--- src/rtl/alu_pkg.sv ---
// Shared encodings and request bundle for the ALU arbiter slice.
package alu_pkg;

    localparam int unsigned NUM_REQ = 2;
    localparam int unsigned ALU_DW  = 32;

    typedef enum logic [3:0] {
        ALU_ADD  = 4'b0000,
        ALU_SUB  = 4'b0001,
        ALU_AND  = 4'b0010,
        ALU_OR   = 4'b0011,
        ALU_XOR  = 4'b0100,
        ALU_SLL  = 4'b0101,
        ALU_SRL  = 4'b0110,
        ALU_SRA  = 4'b0111,
        ALU_SLT  = 4'b1000,
        ALU_SLTU = 4'b1001,
        ALU_LUI  = 4'b1010,
        ALU_JAL  = 4'b1011,
        ALU_JALR = 4'b1100,
        ALU_LW   = 4'b1111
    } alu_op_e;

    typedef enum logic [2:0] {
        BR_BEQ   = 3'b000,
        BR_BNE   = 3'b001,
        BR_BLT   = 3'b010,
        BR_BGE   = 3'b011,
        BR_BLTU  = 3'b100,
        BR_BGEU  = 3'b101,
        BR_BNONE = 3'b111
    } br_op_e;

    typedef struct packed {
        logic [ALU_DW-1:0] srcA;
        logic [ALU_DW-1:0] srcB;
        alu_op_e           ctrl;
        br_op_e            brctrl;
    } alu_req_t;

endpackage

--- src/rtl/alu_rr_pick.sv ---
// Two-way round-robin pick: on a tie the port other than the last grant wins.
module alu_rr_pick
    import alu_pkg::*;
(
    input  logic [NUM_REQ-1:0] elig_i,
    input  logic               last_i,
    output logic [NUM_REQ-1:0] gnt_o,
    output logic               idx_o
);

    always_comb begin
        gnt_o = '0;
        idx_o = 1'b0;
        if (elig_i[0] && (!elig_i[1] || last_i)) begin
            gnt_o[0] = 1'b1;
            idx_o    = 1'b0;
        end else if (elig_i[1]) begin
            gnt_o[1] = 1'b1;
            idx_o    = 1'b1;
        end
    end

endmodule

--- src/rtl/alu_arbiter.sv ---
// Shares one single-cycle ALU between two requesters; results are held
// in per-port response registers until drained.
module alu_arbiter
    import alu_pkg::*;
#(
    parameter int unsigned DATAWIDTH  = 32,
    parameter int unsigned CTRL_WIDTH = 4,
    parameter int unsigned BR_WIDTH   = 3
) (
    input  logic                  clk_i,
    input  logic                  rst_i,
    input  logic [1:0]            ReqValid_i,
    output logic [1:0]            ReqReady_o,
    input  logic [DATAWIDTH-1:0]  SrcA0_i,
    input  logic [DATAWIDTH-1:0]  SrcB0_i,
    input  logic [DATAWIDTH-1:0]  SrcA1_i,
    input  logic [DATAWIDTH-1:0]  SrcB1_i,
    input  logic [CTRL_WIDTH-1:0] ALUctrl0_i,
    input  logic [CTRL_WIDTH-1:0] ALUctrl1_i,
    input  logic [BR_WIDTH-1:0]   BranchCtrl0_i,
    input  logic [BR_WIDTH-1:0]   BranchCtrl1_i,
    output logic [1:0]            RspValid_o,
    input  logic [1:0]            RspReady_i,
    output logic [DATAWIDTH-1:0]  Result0_o,
    output logic [DATAWIDTH-1:0]  Result1_o,
    output logic                  Branch0_o,
    output logic                  Branch1_o,
    output logic [DATAWIDTH-1:0]  AluSrcA_o,
    output logic [DATAWIDTH-1:0]  AluSrcB_o,
    output logic [CTRL_WIDTH-1:0] AluCtrl_o,
    output logic [BR_WIDTH-1:0]   AluBranchCtrl_o,
    input  logic [DATAWIDTH-1:0]  AluResult_i,
    input  logic                  AluBranch_i
);

    logic [NUM_REQ-1:0]  rsp_valid_q, rsp_valid_d;
    logic [DATAWIDTH-1:0] result_q [NUM_REQ];
    logic [DATAWIDTH-1:0] result_d [NUM_REQ];
    logic [NUM_REQ-1:0]  branch_q, branch_d;
    logic                last_q, last_d;

    logic [NUM_REQ-1:0]  elig;
    logic [NUM_REQ-1:0]  gnt;
    logic                gnt_idx;

    // Reset suppresses eligibility so no grant (and no ALU drive) occurs in the reset cycle.
    assign elig = ReqValid_i & (~rsp_valid_q | RspReady_i) & {NUM_REQ{~rst_i}};

    alu_rr_pick u_pick (
        .elig_i (elig),
        .last_i (last_q),
        .gnt_o  (gnt),
        .idx_o  (gnt_idx)
    );

    assign ReqReady_o = gnt;

    always_comb begin
        AluSrcA_o       = '0;
        AluSrcB_o       = '0;
        AluCtrl_o       = '0;
        AluBranchCtrl_o = '1;
        if (gnt[0]) begin
            AluSrcA_o       = SrcA0_i;
            AluSrcB_o       = SrcB0_i;
            AluCtrl_o       = ALUctrl0_i;
            AluBranchCtrl_o = BranchCtrl0_i;
        end else if (gnt[1]) begin
            AluSrcA_o       = SrcA1_i;
            AluSrcB_o       = SrcB1_i;
            AluCtrl_o       = ALUctrl1_i;
            AluBranchCtrl_o = BranchCtrl1_i;
        end
    end

    // A grant reloads the slot even when it drains in the same cycle.
    always_comb begin
        last_d = (|gnt) ? gnt_idx : last_q;
        for (int unsigned k = 0; k < NUM_REQ; k++) begin
            rsp_valid_d[k] = gnt[k] | (rsp_valid_q[k] & ~RspReady_i[k]);
            result_d[k]    = gnt[k] ? AluResult_i : result_q[k];
            branch_d[k]    = gnt[k] ? AluBranch_i : branch_q[k];
        end
    end

    always_ff @(posedge clk_i) begin
        if (rst_i) begin
            rsp_valid_q <= '0;
            branch_q    <= '0;
            last_q      <= 1'b1;
            for (int unsigned k = 0; k < NUM_REQ; k++) begin
                result_q[k] <= '0;
            end
        end else begin
            rsp_valid_q <= rsp_valid_d;
            branch_q    <= branch_d;
            last_q      <= last_d;
            for (int unsigned k = 0; k < NUM_REQ; k++) begin
                result_q[k] <= result_d[k];
            end
        end
    end

    assign RspValid_o = rsp_valid_q;
    assign Result0_o  = result_q[0];
    assign Result1_o  = result_q[1];
    assign Branch0_o  = branch_q[0];
    assign Branch1_o  = branch_q[1];

endmodule

--- config.mk ---
export PLATFORM = sky130hd
export DESIGN_NAME = alu_arbiter
export DESIGN_NICKNAME = d
export VERILOG_FILES = /design/src/rtl/alu_pkg.sv /design/src/rtl/alu_rr_pick.sv /design/src/rtl/alu_arbiter.sv
export SDC_FILE = /design/constraint.sdc
export NUM_CORES = 1
export LEC_CHECK = 0
export BUFFER_PORTS_ARGS = -buffer_cell sky130_fd_sc_hd__buf_4
export CORE_AREA = 2 2 127 129
export DETAILED_ROUTE_END_ITERATION = 7
export DIE_AREA = 0 0 129 131
export RECOVER_POWER = 25
export SLEW_MARGIN = 30
export SYNTH_ARGS = -nofsm -noshare
export SYNTH_HDL_FRONTEND = slang
export SYNTH_HIERARCHICAL = 1
export SYNTH_SLANG_ARGS = --single-unit
--- constraint.sdc ---
create_clock -name clk_i -period 2.95 [get_ports clk_i]
set_input_delay 0.59 -clock clk_i [delete_from_list [all_inputs] [get_ports clk_i]]
set_output_delay 0.59 -clock clk_i [all_outputs]
set_load 0.02 [all_outputs]
# [Yosys cells after proc, flatten, opt, wreduce, memory -nomap -nowiden]
# Memory sizes are Yosys's and may differ from the RTL's.
# Cells that the tools add are included.
[word_totals] ff_bits=5 n_memories=1 ramBits=64 elab_cells=40 in_bits=181
[classes] muxes=18 n_bitwise=13 n_reduce_logical=4
[memory_table] memory="result_q" words=2 word_bits=32 rd=2 rd_ports_with_merged_regs=0 write_ports=2 line_no="alu_arbiter.sv:37" rtl="logic [DATAWIDTH-1:0] result_q [NUM_REQ];"
[op_table] operator="2-to-1 mux 32 bit" n=8
[op_table] operator="2-to-1 mux 4 bit" n=2
[op_table] operator="2-to-1 mux 1 bit" n=6
[op_table] operator="2-to-1 mux 3 bit" n=2
[op_table] operator="bitwise AND 2 bit" n=2
[op_table] operator="bitwise OR 1 bit" n=4
[op_table] operator="NOT 1 bit" n=3
[op_table] operator="bitwise AND 1 bit" n=2
[op_table] operator="NOT 2 bit" n=1
[op_table] operator="bitwise OR 2 bit" n=1
[op_table] operator="OR reduction 2 bit" n=1
[op_table] operator="logical AND 1 bit" n=1
[op_table] operator="logical NOT 1 bit" n=1
[op_table] operator="logical OR 1 bit" n=1

# [Depth between registers and ports, before layout]
[depth] depth_word=10 mapped_depth=10 ltp_nobuf=5

# [Cells and area by module]
# The synthesis kept the hierarchy.
[by_module_without_submodules] module="alu_arbiter" cells_per_inst=316 seq_area_each_um2=1381.3 area_each_um2=3181.8 n_inst=1
[by_module_without_submodules] module="alu_rr_pick" cells_per_inst=4 seq_area_each_um2=0.0 area_each_um2=26.3 n_inst=1

# [Worst setup path before layout]
# No wires, ideal clock.
[synth_path] path_type="input to output" startpoint="input rst_i" endpoint="output AluCtrl_o[0]" setup_slack_ns=-0.130 arrival_ns=2.490 stages=10 required_ns=2.360 cell_sequence="clkbuf_1 clkbuf_1 nor3b_1 a21boi_1 buf_4 nor2b_1 buf_2 buf_6 buf_6 a22o_1"
[synth_between] word_cells_on_any_way=10 cone_classes="mux (5); bitwise (2); reduce/logical (3)"
[synth_rtl] element="start: declaration" line_no="alu_arbiter.sv:11" rtl="input logic rst_i,"
[synth_rtl] element="NOT 1 bit" line_no="alu_arbiter.sv:47" rtl="assign elig = ReqValid_i & (~rsp_valid_q | RspReady_i) & {NUM_REQ{~rst_i}};"
[synth_rtl] element="bitwise AND 2 bit" line_no="alu_arbiter.sv:47"
[synth_rtl] element="net elig[0]" line_no="alu_arbiter.sv:42" rtl="logic [NUM_REQ-1:0] elig;"
[synth_rtl] element="logical AND 1 bit" line_no="alu_rr_pick.sv:14" rtl="if (elig_i[0] && (!elig_i[1] || last_i)) begin"
[synth_rtl] element="2-to-1 mux 1 bit" line_no="alu_rr_pick.sv:14"
[synth_rtl] element="net ReqReady_o[0]" line_no="alu_arbiter.sv:13" rtl="output logic [1:0] ReqReady_o,"
[synth_rtl] element="2-to-1 mux 4 bit" line_no="alu_arbiter.sv:63" rtl="if (gnt[0]) begin"
[synth_rtl] element="end: declaration" line_no="alu_arbiter.sv:30" rtl="output logic [CTRL_WIDTH-1:0] AluCtrl_o,"
# The timed path passes the listed nets, and every way through them passes these cells.

# [Worst setup path in the final report]
[layout_path] startpoint="register rsp_valid_q[0] (netlist: RspValid_o[0])" endpoint="output AluSrcB_o[14]"
[layout_between] elab_chain_len=8 word_cells_on_any_way=9 cone_classes="mux (4); bitwise (4); reduce/logical (1)"
[layout_lines] element="start: declaration" line_no="alu_arbiter.sv:36" rtl="logic [NUM_REQ-1:0] rsp_valid_q, rsp_valid_d;"
[layout_lines] element="start signal: assignment" line_no="alu_arbiter.sv:95" rtl="rsp_valid_q <= rsp_valid_d;"
[layout_lines] element="NOT 2 bit (*)" line_no="alu_arbiter.sv:47"
[layout_lines] element="bitwise OR 2 bit (*)" line_no="alu_arbiter.sv:47"
[layout_lines] element="bitwise AND 2 bit (*) (2 in a row)" line_no="alu_arbiter.sv:47"
[layout_lines] element="net elig[0]" line_no="alu_arbiter.sv:42"
[layout_lines] element="logical AND 1 bit (*)" line_no="alu_rr_pick.sv:14"
[layout_lines] element="2-to-1 mux 1 bit" line_no="alu_rr_pick.sv:14"
[layout_lines] element="2-to-1 mux 32 bit" line_no="alu_arbiter.sv:68" rtl="end else if (gnt[1]) begin"
[layout_lines] element="2-to-1 mux 32 bit (*)" line_no="alu_arbiter.sv:63"
[layout_lines] element="end: declaration" line_no="alu_arbiter.sv:29" rtl="output logic [DATAWIDTH-1:0] AluSrcB_o,"
# Mark *: on every way through the listed nets, which the timed path passes. The rest lies on a longest branch.

==> run_results.csv <==
group,metric,value,unit
power,power.total,0.00302,W
worst_setup_path,crit_buf_inv,3,
routing,post-route-drc-count,0,
timing,setup_ws,0.131,ns
worst_setup_path,start_kind,"flop",
clock_network,cts_buffers,9,
worst_setup_path,arrival,2.23,ns
worst_setup_path,cp_top_family,"compound AO/OA/AOI/OAI gates",
final_layout,drive_gt1_frac,0.475,
placed_design,dp.cells,837,
timing,setup_viol,0,
power,switching_share,0.270,
worst_hold_path,hold_class,"flop to flop",
grt,grt.busiest_layer,"met2",
placed_design,post-dp-hpwl,11.8,mm
power,power.leakage,2.82,nW
yosys,netlist_instances,320,
worst_setup_path,crit_slowest_cell,"a21boi_4",
worst_setup_path,crit_path_max_incr_delay,0.32,ns
timing,worst_slew_pin_slew,0.604,ns
timing,fin_setup_tns,0,ns
yosys,seq_area_frac_synth,0.431,
power,switching_power,0.000815,W
worst_setup_path,path_cells,"nor2b_1 -> nor3b_2 -> a21boi_4 -> buf_12 -> buf_4 -> a22o_1 -> buf_4",
power,combPwrFrac,0.262,
die,fp.dieH,131,um
final_layout,final_common_cell,"buf_4",
timing,min_period,2.82,ns
placed_design,io_buffers,321,
routing,num_vias,3632,
worst_setup_path,crit_type,"flop to output port",
timing,slew-limit-headroom,0.597,
yosys,synthArstFlopShare,0,
grt,grt_pass1_wl,20.3,mm
routing,wl_per_cell,16.9,um
yosys,syn_nets,501,
routing,drtIter0Drc,65,
final_layout,final_cell_mix,"buf_4, dfxtp_1, a22o_1",
final_layout,fill_cells,1580,
timing,fin_crit_sh,0.956,
die,rows,46,
final_layout,num_antenna_cells,0,
power,seq_power_share,0.334,
clock_network,root_buffer,"clkbuf_16",
clock_network,clk_pin_slew,0.06,ns
timing,drv_slew,0,
routing,via_per_inst,4.26,
die,io_pins,322,
power,clkPwrFrac,0.404,
run,maxCapViolations,0,
yosys,ys.flop_type,"dfxtp_1",
timing,timing.fmax,0.355,GHz
die,dieArea,16900,um2
yosys,synth_area,3210,um2
clock_network,cts_tree,"built",
worst_setup_path,cp_max_fo,19,
routing,ant_nets,0,
worst_setup_path,cp-end-kind,"output port",
grt,grt_pass1_vias,3595,
routing,totalWireLength,14.4,mm
final_layout,final_util,0.385,
grt,use_met3,0.0517,
power,intPower,0.00220,W
grt,grt_usage,0.158,
placed_design,routabilityCongestion,0.971,
final_layout,stdcell_count,852,
die,coreArea,15600,um2
timing,hold_viol,0,
grt,use_met1,0.182,
grt,grt_max_degree,68,
yosys,yosysUniqueCellTypes,18,
clock_network,cts_sinks,69,
timing,finClkSkew,0.00462,ns
grt,gr-usage-met2,0.273,
clock_network,ctsHoldBuffers,0,
placed_design,dp_slack,0.0443,ns
yosys,yosys_warnings,6,
worst_setup_path,worstPathRequired,2.36,ns
power,irDropWorstVdd,381,uV
run_status,outcome,"completed",
yosys,syn_area_per_cell,10.0,um2
yosys,synth_edf_count,0,
die,dieWidth,129,um
clock_network,htree_levels,3,
final_layout,final_nets,813,
worst_setup_path,worst_path_most_repeated_cell,"buf_4",
power,p_per_area,502,nW/um2
clock_network,postCtsSetupBuffers,0,
final_layout,syn_to_final_growth,87.2,%
clock_network,cts_buffer_depth,2,
grt,grt_overflow_total,0,
routing,firstDrtPassIters,4,
clock_network,clock_latency,0.33,ns
die,start_util,0.206,
yosys,yosys_register_bits,69,
timing,rsz0062_at_grt,"false",
grt,grt_antenna_before_repair,0,
[tightest hold or removal path: cells and delay by family (launching register included)]
| family | cells | cell delay, ns |
|---|---|---|
| mux | 1 | 0.06 |
| simple gates | 1 | 0.07 |
| flops | 1 | 0.32 |
[power by group through the flow]
stage          combinational, W  sequential [W]  clock (W)
3_3_place_gp           0.000818         0.00103          0
4_1_cts                0.000827         0.00101    0.00124
3_5_place_dp           0.000825         0.00103          0
2_1_floorplan          0.000331         0.00108          0
5_1_grt                0.000842         0.00101    0.00128
6_report               0.000790         0.00101    0.00122
[Yosys cell counts (2+ instances only)]
master	number	area [um2]
a22o_1	68	596
buf_2	14	70.1
buf_4	8	60.1
buf_6	3	33.8
clkbuf_1	8	30.0
dfxtp_1	69	1380
inv_1	2	7.51
mux2i_1	66	661
nor2_1	67	251
nor2b_1	3	18.8
nor3b_1	2	15.0
o21ba_2	2	20.0
o22a_1	3	26.3
[metal layers]
metal	part of all wire	up-vias
met1	0.40	1646
met2	0.48	185
met5	0	-
met3	0.092	25
met4	0.026	0
li1	-	1776
[sequential cells by signal, summed over array words and instances (netlist names)]
register / flops
result_q: 64
branch_q: 2
RspValid_o: 2
last_q: 1
[final cells by class]
cell class	instances	area, um2	share of cell area
Tap cell	216	270	0.0450
Sequential cell	69	1380	0.230
Multi-Input combinational cell	216	1670	0.277
Inverter	2	7.51	0.00125
Clock inverter	4	97.6	0.0163
Clock buffer	11	233	0.0388
Timing Repair Buffer	334	2350	0.391
[worst paths after layout]
check	start	to	slack, ns	cells after the start
max	RspValid_o[0]$_SDFF_PP0_	AluSrcB_o[14]	0.13	7
min	result_q[0][17]$_SDFFE_PP0P_	result_q[0][17]$_SDFFE_PP0P_	0.49	2
min reg2reg	result_q[0][17]$_SDFFE_PP0P_	result_q[0][17]$_SDFFE_PP0P_	0.49	2
max reg2reg	RspValid_o[0]$_SDFF_PP0_	last_q$_SDFFE_PP1P_	0.68	7
[logic make-up (layout without fill, tap and decap cells)]
logic type,count (synthesis),in the layout,share of synthesized area
AOI/OAI and AO/OA,77,77,0.210
and+or+nand+nor,73,73,0.0909
DFF,69,69,0.431
muxes,66,66,0.206
buffers and inverters,35,351,0.0628
[through the flow]
| step | hold slack [ns] | instance area [um2] |
|---|---|---|
| floorplan | 0.453 | 3220 |
| global placement | 0.476 | 5860 |
| detailed placement | 0.482 | 5860 |
| CTS | 0.495 | 6200 |
| global route | 0.508 | 6000 |
| finish | 0.494 | 6000 |
[what timing repair did]
action | CTS | global route
endpoints found under the hold margin | 0 | 0
setup endpoints to repair | 3 | 0
resized for setup | 1 | 0
No activity file was read; power rests on OpenSTA's default activity.
